<file path="src/rtl/spi_mem_pkg.sv">
// Shared types and constants for the SPI memory master/slave pair.
package spi_mem_pkg;

  localparam int FRAME_W  = 16;
  localparam int RW_BIT   = 15;
  localparam int ADDR_LSB = 8;

  typedef enum logic [2:0] {
    IDLE,
    SETUP,
    SHIFT,
    HOLD,
    DONE,
    GUARD
  } spi_state_e;

  // Bit 15 = rw, bits 14:8 = address, bits 7:0 = data.
  typedef struct packed {
    logic       rw;
    logic [6:0] addr;
    logic [7:0] data;
  } spi_frame_t;

endpackage

</file>
<file path="src/rtl/spi_sclk_div.sv">
// Divider for the serial clock: emits a one-cycle tick every CLK_DIV enabled
// cycles. clr restarts the count; the count also restarts after each tick.
module spi_sclk_div #(
  parameter int CLK_DIV = 2
) (
  input  logic clk,
  input  logic rst_n,
  input  logic clr,
  input  logic en,
  output logic tick
);

  localparam int CNT_W = $clog2(CLK_DIV + 1);

  logic [CNT_W-1:0] cnt_reg;

  assign tick = en && (cnt_reg == CNT_W'(CLK_DIV - 1));

  // Count enabled cycles, restarting on clear or on each tick.
  always_ff @(posedge clk or negedge rst_n) begin
    if (!rst_n) begin
      cnt_reg <= '0;
    end else if (clr || tick) begin
      cnt_reg <= '0;
    end else if (en) begin
      cnt_reg <= cnt_reg + CNT_W'(1);
    end
  end

endmodule

</file>
<file path="src/rtl/spi_master_mem.sv">
// SPI mode-0 master turning parallel read/write requests into 16-bit frames.
// Optional feature: define SPI_MASTER_CS_GUARD_EN to add a GUARD state that
// keeps cs high (and busy asserted) after DONE, widening the gap between frames.
module spi_master_mem #(
  parameter int CLK_DIV = 2,
  parameter int ADDR_W  = 7,
  parameter int DATA_W  = 8
) (
  input  logic              clk,
  input  logic              rst_n,
  input  logic              start,
  input  logic              rw,
  input  logic [ADDR_W-1:0] addr,
  input  logic [DATA_W-1:0] wdata,
  output logic              busy,
  output logic              done,
  output logic [DATA_W-1:0] rdata,
  output logic              cs,
  output logic              sclk,
  output logic              mosi,
  input  logic              miso
);

  import spi_mem_pkg::*;

  spi_state_e         state_reg, state_next;
  logic [FRAME_W-1:0] shift_reg;
  logic [DATA_W-1:0]  rx_reg;
  logic [DATA_W-1:0]  rdata_reg;
  logic [4:0]         rise_cnt_reg;
  logic               rw_reg;
  logic               cs_reg;
  logic               sclk_reg;
  logic               busy_reg;
  logic               done_reg;
  logic               tick;
  logic               div_clr;
  logic               div_en;
  logic               last_fall;
  spi_frame_t         frame_load;

`ifdef SPI_MASTER_CS_GUARD_EN
  localparam int GUARD_W = $clog2(2 * CLK_DIV + 1);
  logic [GUARD_W-1:0] guard_cnt_reg;
`endif

  // Assemble the outgoing frame; reads send zeros in the data field.
  always_comb begin
    frame_load      = '0;
    frame_load.rw   = rw;
    frame_load.addr = addr;
    frame_load.data = rw ? wdata : '0;
  end

  assign div_en    = (state_reg == SETUP) || (state_reg == SHIFT) || (state_reg == HOLD);
  assign div_clr   = (state_next != state_reg);
  assign last_fall = tick && sclk_reg && (rise_cnt_reg == 5'(FRAME_W));

  spi_sclk_div #(
    .CLK_DIV(CLK_DIV)
  ) u_div (
    .clk  (clk),
    .rst_n(rst_n),
    .clr  (div_clr),
    .en   (div_en),
    .tick (tick)
  );

  // State register.
  always_ff @(posedge clk or negedge rst_n) begin
    if (!rst_n) begin
      state_reg <= IDLE;
    end else begin
      state_reg <= state_next;
    end
  end

  // Next-state logic: frame sequencing driven by divider ticks.
  always_comb begin
    state_next = state_reg;
    case (state_reg)
      IDLE:  if (start) state_next = SETUP;
      SETUP: if (tick) state_next = SHIFT;
      SHIFT: if (last_fall) state_next = HOLD;
      HOLD:  if (tick) state_next = DONE;
`ifdef SPI_MASTER_CS_GUARD_EN
      DONE:  state_next = GUARD;
      GUARD: if (guard_cnt_reg == '0) state_next = IDLE;
`else
      DONE:  state_next = IDLE;
      GUARD: state_next = IDLE;
`endif
      default: state_next = IDLE;
    endcase
  end

  // Registered outputs and serial datapath; mosi is the shift register MSB,
  // which only moves on sclk falls, so it never changes while sclk is high.
  always_ff @(posedge clk or negedge rst_n) begin
    if (!rst_n) begin
      shift_reg     <= '0;
      rx_reg        <= '0;
      rdata_reg     <= '0;
      rise_cnt_reg  <= '0;
      rw_reg        <= 1'b0;
      cs_reg        <= 1'b1;
      sclk_reg      <= 1'b0;
      busy_reg      <= 1'b0;
      done_reg      <= 1'b0;
`ifdef SPI_MASTER_CS_GUARD_EN
      guard_cnt_reg <= '0;
`endif
    end else begin
      cs_reg   <= !((state_next == SETUP) || (state_next == SHIFT) || (state_next == HOLD));
      busy_reg <= (state_next != IDLE);
      done_reg <= (state_next == DONE);
      case (state_reg)
        IDLE: begin
          if (start) begin
            shift_reg    <= frame_load;
            rw_reg       <= rw;
            rise_cnt_reg <= '0;
            sclk_reg     <= 1'b0;
          end
        end
        SHIFT: begin
          if (tick) begin
            if (!sclk_reg) begin
              sclk_reg     <= 1'b1;
              rx_reg       <= {rx_reg[DATA_W-2:0], miso};
              rise_cnt_reg <= rise_cnt_reg + 5'd1;
            end else begin
              sclk_reg <= 1'b0;
              if (!last_fall) begin
                shift_reg <= {shift_reg[FRAME_W-2:0], 1'b0};
              end
            end
          end
        end
        HOLD: begin
          // The last DATA_W sampled bits are the slave's read data.
          if (tick && !rw_reg) begin
            rdata_reg <= rx_reg;
          end
        end
`ifdef SPI_MASTER_CS_GUARD_EN
        // DONE already counts as the first cs-high guard cycle.
        DONE: guard_cnt_reg <= GUARD_W'(2 * CLK_DIV - 2);
        GUARD: begin
          if (guard_cnt_reg != '0) begin
            guard_cnt_reg <= guard_cnt_reg - GUARD_W'(1);
          end
        end
`endif
        default: ;
      endcase
    end
  end

  assign busy  = busy_reg;
  assign done  = done_reg;
  assign rdata = rdata_reg;
  assign cs    = cs_reg;
  assign sclk  = sclk_reg;
  assign mosi  = shift_reg[FRAME_W-1];

endmodule

</file>
<file path="config.mk">
export PLATFORM = sky130hd
export DESIGN_NAME = spi_master_mem
export DESIGN_NICKNAME = d
export VERILOG_FILES = /design/src/rtl/spi_mem_pkg.sv /design/src/rtl/spi_sclk_div.sv /design/src/rtl/spi_master_mem.sv
export SDC_FILE = /design/constraint.sdc
export NUM_CORES = 1
export LEC_CHECK = 0
export BUFFER_PORTS_ARGS = -buffer_cell sky130_fd_sc_hd__buf_2
export CELL_PAD_IN_SITES_DETAIL_PLACEMENT = 1
export CELL_PAD_IN_SITES_GLOBAL_PLACEMENT = 1
export CORE_MARGIN = 4
export CORE_UTILIZATION = 49
export DETAILED_ROUTE_END_ITERATION = 8
export PLACE_DENSITY = 0.94
export SYNTH_ARGS = -nofsm -noshare
export SYNTH_HDL_FRONTEND = slang
export SYNTH_HIERARCHICAL = 1
export SYNTH_SLANG_ARGS = --single-unit
</file>
<file path="constraint.sdc">
create_clock -name clk -period 4.3 [get_ports clk]
set_input_delay 0.215 -clock clk [delete_from_list [all_inputs] [get_ports clk]]
set_output_delay 0.215 -clock clk [all_outputs]
set_load 0.1 [all_outputs]
</file>
# Word level (Yosys, flattened, before mapping)
# Index checks and enable logic that the tools add are counted.
word_totals:
  register_bits: 47
  out_inout_bits: 13
  input_bits: 20
classes:
  reduce_logical: 21
  bitwise_logic: 1
  n_eq_ne: 15
  muxes: 21
  add_sub_neg: 2
ops:
  columns: ["operator", "n"]
  rows:
  - ["2-to-1 mux 16 bit", 4]
  - ["one-hot mux 16 bit (2 select lines)", 1]
  - ["2-to-1 mux 5 bit", 3]
  - ["== test 3 x 2 -> 1 bit, second input constant", 4]
  - ["2-to-1 mux 3 bit", 4]
  - ["one-hot mux 3 bit (4 select lines)", 1]
  - ["inequality test 2 bit, second input constant", 5]
  - ["one-hot mux 5 bit (2 select lines)", 1]
  - ["2-to-1 mux 8 bit", 1]
  - ["== test 3 x 1 -> 1 bit, second input constant", 2]
  - ["AND reduction 3 bit", 2]
  - ["adder 5 x 1 -> 5 bit, second input constant", 1]
  - ["== test 5 bit, second input constant", 1]
  - ["logical OR 1 bit", 5]
  - ["AND reduction 5 bit", 1]
  - ["logical AND 1 bit", 4]
  - ["2-to-1 mux 2 bit", 2]
  - ["AND reduction 2 bit", 2]
  - ["AND reduction 4 bit", 1]
  - ["nonzero test 2 bit", 2]
  - ["== test 3 bit, second input constant", 1]
  - ["logical NOT 3 bit", 1]
  - ["2-to-1 mux 1 bit", 3]
  - ["inequality test 3 bit", 1]
  - ["other kinds (6)", 7]

# Logic depth before layout (Yosys ltp)
# Gate-level depths: netlist of the first run.
logic_depth:
  depth_word: 12
  depth_mapped: 10
  depth_no_buf: 7

# By module
# Netlist of the first run, hierarchy kept.
by_module_without_submodules:
  columns: ["mod", "area_per_inst_um2", "n_inst", "seq_area_each_um2", "cells_each"]
  rows:
  - ["spi_master_mem", 2130.8, 1, 1127.3, 173]
  - ["spi_sclk_div", 111.4, 1, 50.0, 10]

# Worst setup path after synthesis of the first run
# Ideal clock, no wire load.
synth_path:
  path_kind: "flip-flop to flip-flop"
  from: "reg sclk_reg, in the netlist sclk"
  to: "reg u_div.cnt_reg[1]"
  setup_ns: 0.095
  path_stages_with_launch: 5
  setup_slack_ns: 2.124
  synth_period_minus_slack_ns: 2.176
  n_path_buf: 0
  arrival_time_ns: 2.081
  required_time_ns: 4.205
  cell_sequence: "dfrtp_1 -> a31o_2 -> a221o_1 -> or4b_1 -> o31ai_1"
synth_via:
  elab_chain_cells: 7
  word_cells_on_any_way: 8
  classes_between: "1 x eq/ne; 3 x mux; 4 x reduce/logical"
synth_lines:
  columns: ["element", "line_no", "rtl"]
  rows:
  - ["start: declaration", "spi_master_mem.sv:33", "logic sclk_reg;"]
  - ["start signal: assignment", "spi_master_mem.sv:107", "sclk_reg <= 1'b0;"]
  - ["start signal: assignment", "spi_master_mem.sv:123", "sclk_reg <= 1'b0;"]
  - ["start signal: assignment", "spi_master_mem.sv:129", "sclk_reg <= 1'b1;"]
  - ["logical AND 1 bit (*) (2 in series)", "spi_master_mem.sv:57", "assign last_fall = tick && sclk_reg && (rise_cnt_reg == 5'(FRAME_W));"]
  - ["2-to-1 mux 3 bit (*)", "spi_master_mem.sv:84", "SHIFT: if (last_fall) state_next = HOLD;"]
  - ["one-hot mux 3 bit (4 select lines) (*)", "spi_master_mem.sv:81", "case (state_reg)"]
  - ["inequality test 3 bit (*)", "spi_master_mem.sv:56", "assign div_clr = (state_next != state_reg);"]
  - ["net div_clr", "spi_master_mem.sv:37", "logic div_clr;"]
  - ["logical OR 1 bit (*)", "spi_sclk_div.sv:23", "end else if (clr || tick) begin"]
  - ["2-to-1 mux 2 bit or nonzero test 2 bit (tied branches)", null, null]
  - ["end signal: assignment", "spi_sclk_div.sv:26", "cnt_reg <= cnt_reg + CNT_W'(1);"]
  - ["end: declaration", "spi_sclk_div.sv:15", "logic [CNT_W-1:0] cnt_reg;"]
# Mark *: on every way through the listed nets, which the timed path passes. The rest lies on a longest branch.
# A chain may end at the register's enable or synchronous reset.

# Worst setup path in the final report of the first run
layout_path:
  from: "reg state_reg[1]"
  to: "reg rdata_reg[7], in the netlist rdata[7]"
layout_via:
  elab_chain_cells: 6
  word_cells_on_any_way: 8
  classes_between: "3 x eq/ne; 5 x reduce/logical"
layout_lines:
  columns: ["element", "line_no", "rtl"]
  rows:
  - ["start: declaration", "spi_master_mem.sv:26", "spi_state_e state_reg, state_next;"]
  - ["start signal: assignment", "spi_master_mem.sv:74", "state_reg <= state_next;"]
  - ["== test 3 x 1 -> 1 bit or == test 3 x 2 -> 1 bit (tied branches)", "spi_master_mem.sv:55", "assign div_en = (state_reg == SETUP) || (state_reg == SHIFT) || (state_reg == HOLD);"]
  - ["logical OR 1 bit", "spi_master_mem.sv:55", null]
  - ["logical OR 1 bit (*)", "spi_master_mem.sv:55", null]
  - ["net div_en", "spi_master_mem.sv:38", "logic div_en;"]
  - ["logical AND 1 bit (*)", "spi_sclk_div.sv:17", "assign tick = en && (cnt_reg == CNT_W'(CLK_DIV - 1));"]
  - ["net tick", "spi_master_mem.sv:36", "logic tick;"]
  - ["logical AND 1 bit (*)", "spi_master_mem.sv:142", "if (tick && !rw_reg) begin"]
  - ["AND reduction 2 bit (no source line) (*)", null, null]
  - ["end signal: assignment", "spi_master_mem.sv:143", "rdata_reg <= rx_reg;"]
  - ["end: declaration", "spi_master_mem.sv:29", "logic [DATA_W-1:0] rdata_reg;"]
# Marked as above.

==> Implementation_results.wiki, run 1 <==
{| class="wikitable"
! Metric !! Value
|-
| Result of the run || completed
|-
| CTS Buffer Depth || 2
|-
| Final setup violation count || 0
|-
| Count of input and output buffers || 32
|-
| Total Routed Length || 4740 um
|-
| Portion of synthesized cell area occupied by the leading cell type || 51.3%
|-
| Via count normalized by instance count || 5.66
|-
| Most common cell type on the critical path || sky130_fd_sc_hd__nor2_1
|-
| Normalized max-slew margin || 30.0%
|-
| Final worst hold slack || 0.0950 ns
|-
| Fraction of the mapped netlist area in compound gates || 6.25%
|-
| Die H || 75.6 um
|-
| Final-report max-slew violation count || 0
|-
| Antenna violations before repair || 0
|-
| Clock skew || 0.0128 ns
|-
| Post-CTS Repair Setup Buffers || 0
|-
| Detail-routed net length per standard cell || 18.0 um
|-
| Combinational family with the most area after synthesis || multiplexers
|-
| Logic depth of the worst path, buffers included || 7
|-
| Portion of netlist area occupied by mux cells || 21.4%
|-
| # Max-Cap Violations || 0
|-
| Total overflow reported by the global router || 0
|-
| P per Cell Area || 294 nW/um^2
|-
| Buffers and inverters on the worst path || 0
|-
| Synthesized netlist cell count || 183
|-
| Flip-flop count of the largest register, all copies and words added || 16
|-
| Maximum clock rate || 355 MHz
|-
| Antenna diode instance count || 0
|-
| Critical path type || reg2reg
|-
| Crit-path slowest cell || sky130_fd_sc_hd__nor2b_1
|-
| Wire length of the first global-routing pass || 7580 um
|-
| Type of the tightest min-delay check || in2async
|-
| Dominant synthesized flop cell || sky130_fd_sc_hd__dfrtp_1
|-
| HPWL after detailed placement || 3320 um
|-
| Dominant cell by count in the synthesized netlist || sky130_fd_sc_hd__dfrtp_1
|-
| Number of levels the H-tree was split into || 2
|-
| Number of sinks handled by clock tree synthesis || 47
|-
| CP Cell Sequence || nor2_1 > nor2_1 > and2_2 > nand2_1 > nor3b_1 > nor2b_1 > mux2_2
|-
| Number of placement rows || 24
|-
| Xor-xnor portion of the synthesized cell area || 1.56%
|-
| Post-CTS clock slew at the launch and capture registers of the worst setup and hold paths || 0.08 ns
|-
| Global Route Usage Sum || 17.7%
|-
| Layout overhead on the synthesized area || 10.8%
|-
| Cts bufs inserted || 5
|-
| Post-synth top area cell || sky130_fd_sc_hd__dfrtp_1
|-
| Minimum setup slack after placement || 1.52 ns
|-
| RSZ-0062 raised after global routing || no
|-
| Post-DRT Antenna Nets || 0
|-
| Die area || 5720 um^2
|-
| Maximum number of pins on one net before global-route repair || 48
|-
| Starting DRC count in detailed routing || 51
|-
| Net count of the mapped netlist || 206
|-
| Kind of launch point of the worst setup path || register
|-
| Setup TNS after final layout || 0 ns
|-
| CTS tree || yes
|-
| CP required || 4.49 ns
|-
| Final Hold Vio Count || 0
|-
| Clock root buffer || sky130_fd_sc_hd__clkbuf_8
|-
| Number of distinct library cell variants in the gate-level netlist after synthesis || 42
|-
| Arrival time of data at the critical path endpoint || 3.01 ns
|-
| Yosys warnings || 6
|-
| Source-to-sink clock delay at the later pin of the worst-skew pair || 0.31 ns
|-
| Period utilisation layout || 65.5%
|-
| Via count of the routed design || 1495
|-
| TritonRoute pass-1 iters || 4
|-
| Cell area after technology mapping || 2240 um^2
|-
| Leakage || 1.25 nW
|-
| Hold bufs inserted after CTS || 0
|-
| Worst Setup End Kind || register
|-
| Layout cells sized above 1 || 31.1%
|-
| Starting density of the core || 51.1%
|-
| Post-route minimum period || 2.82 ns
|-
| Number of flops mapped to enable cells by yosys || 0
|-
| Synthesized area per cell || 12.3 um^2
|-
| Largest vdd supply drop || 168 uV
|-
| Maximum fanout encountered on the critical timing path || 14
|-
| Number of gates resized after CTS || 0
|-
| Design Power || 731 uW
|-
| Post-synthesis share of cell area spent on full adders, half adders and majority gates || 1.67%
|-
| Sequential element share of the synthesized area || 52.5%
|-
| Share of synthesized flip-flops with an asynchronous set or reset || 100%
|-
| Detailed-route DRC error count || 0
|-
| Measured slew at the worst slew-check pin || 1.05 ns
|-
| Post-synthesis sequential element count || 47
|-
| Stage delay of the slowest cell on the critical path || 0.61 ns
|-
| Top cell family by delay on the critical path || simple AND/OR/NAND/NOR gates
|-
| Core footprint || 4380 um^2
|-
| Most frequent cells after synthesis || sky130_fd_sc_hd__dfrtp_1 (46), sky130_fd_sc_hd__mux2_2 (15), sky130_fd_sc_hd__mux2_1 (12)
|-
| Vias in the first global route || 1603
|-
| Final WS setup || 1.48 ns
|-
| Ranking of synthesized cells by area || sky130_fd_sc_hd__dfrtp_1 (51%), sky130_fd_sc_hd__mux2_2 (7.5%), sky130_fd_sc_hd__mux2_1 (6.0%)
|-
| Number of nets at the end of the flow || 235
|-
| I/O Pins || 33
|-
| Worst R2R Path Depth || 7
|-
| Synthesized-area fraction occupied by and/or/nand/nor cells || 11.8%
|-
| Die X || 75.6 um
|-
| Global placer's final weighted congestion || 0.772
|}
## worst reg2reg max path, cell delays in order (launching register included)
cell,delay (ns)
sky130_fd_sc_hd__dfrtp_1,0.60
sky130_fd_sc_hd__nor2_1,0.16
sky130_fd_sc_hd__nor2_1,0.22
sky130_fd_sc_hd__and2_2,0.29
sky130_fd_sc_hd__nand2_1,0.12
sky130_fd_sc_hd__nor3b_1,0.29
sky130_fd_sc_hd__nor2b_1,0.61
sky130_fd_sc_hd__mux2_2,0.42
## power breakdown
part	switching [mW]	internal, mW	leakage, nW	total, mW
Sequential	0.00274	0.445	0.578	0.448
Clock	0.150	0.111	0.0440	0.261
Combinational	0.0130	0.00823	0.629	0.0212
Total	0.166	0.565	1.25	0.731
## routing by layer
layer / share of wire [%] / track usage [%]
met3: 4.0 / 4.49
met1: 40 / 21.3
met4: 2.2 / 5.83
met5: 0 / 0
met2: 53 / 31.1
## layout make-up
class | instances | area [um^2]
Clock inverter | 2 | 13.8
Sequential cell | 47 | 1180
Tap cell | 52 | 65.1
Fill cell | 474 | 1900
Multi-Input combinational cell | 115 | 957
Timing Repair Buffer | 32 | 160
Clock buffer | 5 | 68.8
Inverter | 11 | 41.3
## logic make-up after synthesis
family                   after synthesis
flip-flops                            47
AO/OA/AOI/OAI                         22
adder cells (fa/ha/maj)                3
AND/OR/NAND/NOR                       45
multiplexers                          41
XOR/XNOR                               4
buffers and inverters                 21
## metrics by stage
step	util [%]	cells	area (um^2)
2_1_floorplan	-	183	2240
3_3_place_gp	54.8	257	2400
3_5_place_dp	54.8	257	2400
4_1_cts	56.6	264	2480
5_1_grt	56.6	264	2480
6_report	56.6	264	2480
## worst paths after layout
path,slack (ns),start,end
worst max-delay path,1.48,state_reg[1],rdata[7]
min in group clk,0.12,miso,rx_reg[0]
worst min-delay path,0.1,rst_n,rise_cnt_reg[1]
worst min register to register,0.50,rdata[0],rdata[0]
worst max register to register,1.48,state_reg[1],rdata[7]
max in group asynchronous,3.55,rst_n,done
## cells in the final DEF (no fill, tap or decap), types with 4 or more instances in the layout
master,netlist,final
sky130_fd_sc_hd__mux2i_1,7,7
sky130_fd_sc_hd__dfrtp_1,46,46
sky130_fd_sc_hd__and3_1,10,10
sky130_fd_sc_hd__nand2_1,7,7
sky130_fd_sc_hd__mux2_2,15,15
sky130_fd_sc_hd__nor2_1,9,9
sky130_fd_sc_hd__mux2_4,7,7
sky130_fd_sc_hd__inv_1,11,11
sky130_fd_sc_hd__mux2_1,12,12
sky130_fd_sc_hd__clkbuf_8,0,5
sky130_fd_sc_hd__xor2_1,4,4
sky130_fd_sc_hd__buf_2,5,32
sky130_fd_sc_hd__a21oi_1,8,8
(Power assumes the default switching activity.)
==> inputs of run 2 (changes only) <==
Settings changed: CORE_UTILIZATION 49 to 41, PLACE_DENSITY 0.94 to 0.85.
Clock period 4.3 ns to 2.37 ns, I/O delays scaled along.
==> run 2 against run 1 <==
Compared with the run above:
- non-clock buffer count up 8
- utilization down 6.7 points
- clock power up 130%
- register-to-register slack worse by 1.3 ns
- combinational power up 98%
- highest routed layer unchanged
- routed wire length down 3.2%
- first-iteration DRC count down 45%
- via count up 0.47%
==> Implementation_results.wiki, run 2 (synthesized netlist as in run 1, its figures left out) <==
{| class="wikitable"
! Metric !! Value
|-
| Result of the run || completed
|-
| Worst flop-to-flop path startpoint || rise_cnt_reg[0]
|-
| Final setup violation count || 0
|-
| Normalized max-slew margin || 51.5%
|-
| Total Routed Length || 4590 um
|-
| Termination of the worst setup path || u_div/cnt_reg[1]
|-
| Largest vdd supply drop || 275 uV
|-
| TritonRoute pass-1 iters || 4
|-
| Global Route Usage Sum || 15.3%
|-
| Worst reg2reg endpoint || u_div/cnt_reg[1]
|-
| Worst R2R Path Depth || 7
|-
| Most frequent cells in the layout || sky130_fd_sc_hd__dfrtp_1 (46), sky130_fd_sc_hd__buf_2 (32), sky130_fd_sc_hd__mux2_2 (15), sky130_fd_sc_hd__mux2_1 (12), sky130_fd_sc_hd__inv_1 (11)
|-
| Maximum fanout encountered on the critical timing path || 5
|-
| Startpoint of the most critical setup path || rise_cnt_reg[0]
|-
| Arrival time of data at the critical path endpoint || 2.35 ns
|-
| Number of gates resized after CTS || 0
|-
| Measured slew at the worst slew-check pin || 0.727 ns
|-
| Share of total power in sequential cells || 55.7%
|-
| Final Hold Vio Count || 0
|-
| Leakage || 1.30 nW
|-
| Logic depth of the worst path, buffers included || 7
|-
| Number of placement rows || 26
|-
| HPWL after detailed placement || 3210 um
|-
| Maximum number of pins on one net before global-route repair || 31
|-
| P per Cell Area || 562 nW/um^2
|-
| Crit-path slowest cell || sky130_fd_sc_hd__or4b_1
|-
| Clock skew || 0.00537 ns
|-
| Via count of the routed design || 1502
|-
| Via count normalized by instance count || 5.16
|-
| Type of the tightest min-delay check || in2reg
|-
| Period utilisation layout || 90.6%
|-
| RSZ-0062 raised after global routing || no
|-
| Fraction of power spent switching nets || 21.8%
|-
| Count of input and output buffers || 32
|-
| I/O Pins || 33
|-
| Core footprint || 5200 um^2
|-
| Number of sinks handled by clock tree synthesis || 47
|-
| Critical path type || reg2reg
|-
| Detail-routed net length per standard cell || 15.8 um
|-
| Die area || 6720 um^2
|-
| Source-to-sink clock delay at the later pin of the worst-skew pair || 0.30 ns
|-
| Total net switching power || 318 uW
|-
| Layout overhead on the synthesized area || 16.0%
|-
| Number of levels the H-tree was split into || 2
|-
| Starting density of the core || 43.1%
|-
| Antenna violations before repair || 0
|-
| Post-CTS Repair Setup Buffers || 0
|-
| Post-CTS clock slew at the launch and capture registers of the worst setup and hold paths || 0.09 ns
|-
| Int Power || 1.14 mW
|-
| Flip-flop count of the largest register, all copies and words added || 16
|-
| Kind of launch point of the worst setup path || register
|-
| CP required || 2.58 ns
|-
| Stage delay of the slowest cell on the critical path || 0.51 ns
|-
| Antenna diode instance count || 0
|-
| Detailed-route DRC error count || 0
|-
| Starting DRC count in detailed routing || 28
|-
| Clock root buffer || sky130_fd_sc_hd__clkbuf_8
|-
| Wire length of the first global-routing pass || 7710 um
|-
| Area of the multi-input gates || 957 um^2
|-
| Total overflow reported by the global router || 0
|-
| Util after Layout || 50.0%
|-
| Sequential cell area || 1180 um^2
|-
| Maximum clock rate || 466 MHz
|-
| Post-DRT Antenna Nets || 0
|-
| Most frequent standard cell in the layout excluding fill and tap cells || sky130_fd_sc_hd__dfrtp_1
|-
| Vias in the first global route || 1565
|-
| Final worst hold slack || 0.0392 ns
|-
| # Max-Cap Violations || 0
|-
| Number of nets at the end of the flow || 243
|-
| CTS Buffer Depth || 2
|-
| CP Cell Sequence || inv_1 > ha_1 > and4bb_1 > a31o_2 > a221o_1 > or4b_1 > o31ai_1
|-
| Setup slack, reg-to-reg || 0.22 ns
|-
| Proportion of power drawn by combinational gates || 2.9%
|-
| Post-route minimum period || 2.15 ns
|-
| Filler instances || 579
|-
| Top cell family by delay on the critical path || simple AND/OR/NAND/NOR gates
|-
| Global placer's final weighted congestion || 0.811
|-
| Layout cells sized above 1 || 33.5%
|-
| Final-report max-slew violation count || 0
|-
| Clock power frac || 41.5%
|-
| Worst Setup End Kind || register
|-
| Cts bufs inserted || 5
|-
| Die H || 82.0 um
|-
| Setup TNS after final layout || 0 ns
|-
| Die X || 82.0 um
|-
| Buffers and inverters on the worst path || 1
|-
| CTS tree || yes
|}
## run 2: cell types whose count changed in the layout (fill, tap and decap cells not counted), sizes merged
| cell | change |
|---|---|
| buf | +7 |
| clkinvlp | +1 |
| dlygate4sd3 | +1 |
| bufinv | +1 |
| inv | +1 |
| clkinv | -2 |
## run 2: worst min path at each step
stage           from        end  cells past startpoint
2_1_floorplan  rst_n       busy                      0
3_3_place_gp   rst_n       sclk                      1
3_5_place_dp   rst_n       sclk                      1
4_1_cts         miso  rx_reg[0]                      2
5_1_grt         miso  rx_reg[0]                      2
6_report        miso  rx_reg[0]                      2
## run 2: power by group through the flow
| stage | Clock (mW) | Sequential (mW) | Combinational, mW |
|---|---|---|---|
| 2_1_floorplan | 0 | 0.827 | 0.00517 |
| 3_3_place_gp | 0 | 0.829 | 0.0394 |
| 3_5_place_dp | 0 | 0.829 | 0.0420 |
| 4_1_cts | 0.621 | 0.814 | 0.0436 |
| 5_1_grt | 0.670 | 0.815 | 0.0485 |
| 6_report | 0.606 | 0.813 | 0.0420 |
## run 2: final cells by class
cell class / count / share of cell area (%)
inverter: 11 / 1.59
tap: 70 / 3.37
multi-input combinational: 115 / 36.8
timing repair buffer: 40 / 8.56
clock buffer: 5 / 2.65
clock inverter: 3 / 1.78
sequential: 47 / 45.3
## run 2: worst reg2reg max path: stages (launching register included)
cell                       delay (ns)
sky130_fd_sc_hd__dfrtp_1         0.40
sky130_fd_sc_hd__inv_1           0.06
sky130_fd_sc_hd__ha_1            0.18
sky130_fd_sc_hd__and4bb_1        0.20
sky130_fd_sc_hd__a31o_2          0.24
sky130_fd_sc_hd__a221o_1         0.37
sky130_fd_sc_hd__or4b_1          0.51
sky130_fd_sc_hd__o31ai_1         0.09
## run 2: routing by layer
| layer | up-vias | global-route usage, % | part of all wire (%) |
|---|---|---|---|
| met3 | 5 | 4.06 | 3.7 |
| met4 | 0 | 3.99 | 1.1 |
| met5 | - | 0 | 0 |
| met1 | 759 | 18.8 | 42 |
| li1 | 713 | - | - |
| met2 | 25 | 26.4 | 53 |
## run 2: repair_timing
item | 4_1_cts | 5_1_grt
hold endpoints to repair | 16 | 0
setup endpoints to repair | 0 | 0
hold buffers | 1 | 0
## run 2: stage by stage
step                      power (mW)  setup slack [ns]  area, um^2  instances
final                           1.46             0.223        2600        291
after global routing            1.53            0.0932        2600        291
after CTS                       1.48             0.216        2600        291
after detailed placement       0.871             0.238        2480        282
after global placement         0.868             0.291        2480        282
after floorplan                0.832             0.194        2240        183
==> inputs of run 3 (changes only) <==
Settings changed: CELL_PAD_IN_SITES_DETAIL_PLACEMENT 1 to 0, CORE_UTILIZATION 41 to 40, PLACE_DENSITY 0.85 to 0.84, SYNTH_HIERARCHICAL 1 to unset.
==> run 3 against run 2 <==
Compared with the run above:
- synthesized cell count is 7.1% lower
- total power fell by 5.7%
- sequential share of layout area up 3.0 points
- clock power down 14%
- critical path depth down 1
- cell count fell by 5.8%
- register-to-register slack better by 0.096 ns
- cell area shrank 6.3%
- utilization down 2.3 points
- critical endpoint is now shift_reg[1]
==> Implementation_results.wiki, run 3 <==
{| class="wikitable"
! Metric !! Value
|-
| Result of the run || completed
|-
| Synthesized netlist cell count || 170
|-
| Combinational family with the most area after synthesis || compound AO/OA/AOI/OAI gates
|-
| Critical path type || reg2reg
|-
| Source-to-sink clock delay at the later pin of the worst-skew pair || 0.29 ns
|-
| Via count of the routed design || 1440
|-
| Count of input and output buffers || 32
|-
| Most frequent cells in the layout || sky130_fd_sc_hd__dfrtp_1 (46), sky130_fd_sc_hd__buf_2 (32), sky130_fd_sc_hd__mux2_1 (16), sky130_fd_sc_hd__a22o_1 (15)
|-
| Vias in the first global route || 1410
|-
| Portion of synthesized cell area occupied by the leading cell type || 54.6%
|-
| Final Hold Vio Count || 0
|-
| Antenna violations before repair || 0
|-
| Clock root buffer || sky130_fd_sc_hd__clkbuf_8
|-
| Placed Instance Area || 2320 um^2
|-
| Maximum number of pins on one net before global-route repair || 30
|-
| Endpoint of the worst hold path || rx_reg[0]
|-
| CTS Buffer Depth || 2
|-
| Global Route Usage Sum || 13.3%
|-
| Worst R2R Path Depth || 6
|-
| Die H || 80.6 um
|-
| Total Routed Length || 3870 um
|-
| Wire length of the first global-routing pass || 6660 um
|-
| Post-DRT Antenna Nets || 0
|-
| Portion of netlist area occupied by mux cells || 9.09%
|-
| Ranking of synthesized cells by area || sky130_fd_sc_hd__dfrtp_1 (55%), sky130_fd_sc_hd__mux2_1 (8.6%), sky130_fd_sc_hd__a22o_1 (6.2%)
|-
| Normalized max-slew margin || 67.3%
|-
| Leakage || 1.22 nW
|-
| P per Cell Area || 566 nW/um^2
|-
| Cell area after technology mapping || 2110 um^2
|-
| Layout overhead on the synthesized area || 15.7%
|-
| Flip-flop count of the largest register, all copies and words added || 16
|-
| Most frequent cells after synthesis || sky130_fd_sc_hd__dfrtp_1 (46), sky130_fd_sc_hd__mux2_1 (16), sky130_fd_sc_hd__a22o_1 (15)
|-
| Min-Delay Startpoint || miso
|-
| Arrival time of data at the critical path endpoint || 2.24 ns
|-
| Worst flop-to-flop path startpoint || u_div.cnt_reg[1]
|-
| Number of stages on the worst hold path || 2
|-
| Most frequent standard cell in the layout excluding fill and tap cells || sky130_fd_sc_hd__dfrtp_1
|-
| RSZ-0062 raised after global routing || no
|-
| Dominant synthesized flop cell || sky130_fd_sc_hd__dfrtp_1
|-
| Maximum clock rate || 487 MHz
|-
| Post-CTS Repair Setup Buffers || 0
|-
| Maximum fanout encountered on the critical timing path || 13
|-
| Layer with the highest usage after global routing || met2
|-
| Share of synthesized flip-flops with an asynchronous set or reset || 100%
|-
| Net count of the mapped netlist || 193
|-
| Post-synth top area cell || sky130_fd_sc_hd__dfrtp_1
|-
| Layout cells sized above 1 || 25.0%
|-
| Starting DRC count in detailed routing || 40
|-
| Type of the tightest min-delay check || in2reg
|-
| Final setup violation count || 0
|-
| Worst reg2reg endpoint || shift_reg[1]
|-
| Post-synthesis sequential element count || 47
|-
| Worst Setup End Kind || register
|-
| Clock skew || 0.00570 ns
|-
| Number of distinct library cell variants in the gate-level netlist after synthesis || 40
|-
| Detailed-route DRC error count || 0
|-
| Cts bufs inserted || 5
|-
| Number of flops mapped to enable cells by yosys || 0
|-
| Number of nets at the end of the flow || 226
|-
| Setup slack, reg-to-reg || 0.32 ns
|-
| Period utilisation layout || 86.6%
|-
| Post-route minimum period || 2.05 ns
|-
| Total overflow reported by the global router || 0
|-
| Final-report max-slew violation count || 0
|-
| CP required || 2.56 ns
|-
| Post-CTS clock slew at the launch and capture registers of the worst setup and hold paths || 0.08 ns
|-
| CTS tree || yes
|-
| Sequential element share of the synthesized area || 55.9%
|-
| Met1 track demand over resource || 18.4%
|-
| Setup TNS after final layout || 0 ns
|-
| Post-synthesis share of cell area spent on full adders, half adders and majority gates || 1.78%
|-
| Die X || 80.6 um
|-
| Measured slew at the worst slew-check pin || 0.494 ns
|-
| Number of sinks handled by clock tree synthesis || 47
|-
| Core footprint || 5110 um^2
|-
| Xor-xnor portion of the synthesized cell area || 1.25%
|-
| Met2 track demand over resource in global routing || 18.6%
|-
| Met3 GRT Util || 4.48%
|-
| I/O Pins || 33
|-
| Global placer's final weighted congestion || 0.766
|-
| Kind of launch point of the worst setup path || register
|-
| Detail-routed net length per standard cell || 14.1 um
|-
| Number of placement rows || 26
|-
| Starting density of the core || 41.3%
|-
| Die area || 6490 um^2
|-
| Util after Layout || 47.7%
|-
| Hold bufs inserted after CTS || 1
|-
| Number of levels the H-tree was split into || 2
|-
| HPWL after detailed placement || 2590 um
|-
| Number of gates resized after CTS || 0
|-
| Yosys warnings || 0
|-
| Largest vdd supply drop || 262 uV
|-
| Antenna diode instance count || 0
|-
| TritonRoute pass-1 iters || 4
|-
| Post-route standard cell area excluding fillers || 2440 um^2
|-
| Fraction of the mapped netlist area in compound gates || 17.6%
|-
| Synthesized-area fraction occupied by and/or/nand/nor cells || 10.7%
|-
| Synthesized area per cell || 12.4 um^2
|-
| # Max-Cap Violations || 0
|-
| Via count normalized by instance count || 5.26
|-
| Dominant cell by count in the synthesized netlist || sky130_fd_sc_hd__dfrtp_1
|}
[run 3: stage by stage]
step / setup WS [ns] / std cells / hold WS (ns) / total power, mW
floorplan: 0.333 / 170 / -0.177 / 0.835
finish: 0.319 / 274 / 0.0345 / 1.38
global placement: 0.404 / 265 / 0.0771 / 0.871
detailed placement: 0.333 / 265 / 0.0792 / 0.871
global route: 0.153 / 274 / 0.0406 / 1.44
CTS: 0.329 / 274 / 0.0234 / 1.41
[run 3: report_power, final]
group | leakage, nW | internal, mW | switching (mW) | total (mW)
Combinational | 0.575 | 0.0177 | 0.0237 | 0.0414
Sequential | 0.598 | 0.809 | 0.00465 | 0.814
Clock | 0.0505 | 0.265 | 0.258 | 0.523
Total | 1.22 | 1.09 | 0.286 | 1.38
[run 3: final cells by class]
class / count / area (um^2)
clock buffer: 7 / 96.3
clock inverter: 1 / 7.51
fill: 488 / 2670
inverter: 6 / 22.5
multi-input combinational: 107 / 853
sequential: 47 / 1180
tap: 70 / 87.6
timing repair buffer: 36 / 193
[run 3: worst max path at each step]
stage                      from           end
2_1_floorplan              sclk  shift_reg[6]
3_3_place_gp   u_div.cnt_reg[1]  shift_reg[3]
3_5_place_dp   u_div.cnt_reg[1]  shift_reg[4]
4_1_cts        u_div.cnt_reg[1]  shift_reg[4]
5_1_grt        u_div.cnt_reg[1]  shift_reg[6]
6_report       u_div.cnt_reg[1]  shift_reg[1]
[run 3: cell families (layout without fill, tap and decap cells)]
family | after synthesis | count (layout)
AOI/OAI and AO/OA | 48 | 48
DFF | 47 | 47
and+or+nand+nor | 36 | 36
muxes | 17 | 17
buffers and inverters | 16 | 50
adders and majority gates | 3 | 3
xor gates and xnor gates | 3 | 3
[run 3: layer usage]
layer	part of all wire, %	up-vias	routed length, um
met2	43	33	1680
li1	-	702	-
met1	48	699	1850
met4	1.9	0	75
met3	6.6	6	256
met5	0	-	0
[run 3: worst max-delay path, cell delays in order (launching register included)]
cell                      delay (ns)
sky130_fd_sc_hd__dfrtp_1        0.38
sky130_fd_sc_hd__inv_1          0.06
sky130_fd_sc_hd__ha_1           0.37
sky130_fd_sc_hd__and3_1         0.22
sky130_fd_sc_hd__o21a_1         0.33
sky130_fd_sc_hd__nand2_1        0.27
sky130_fd_sc_hd__a22o_1         0.30
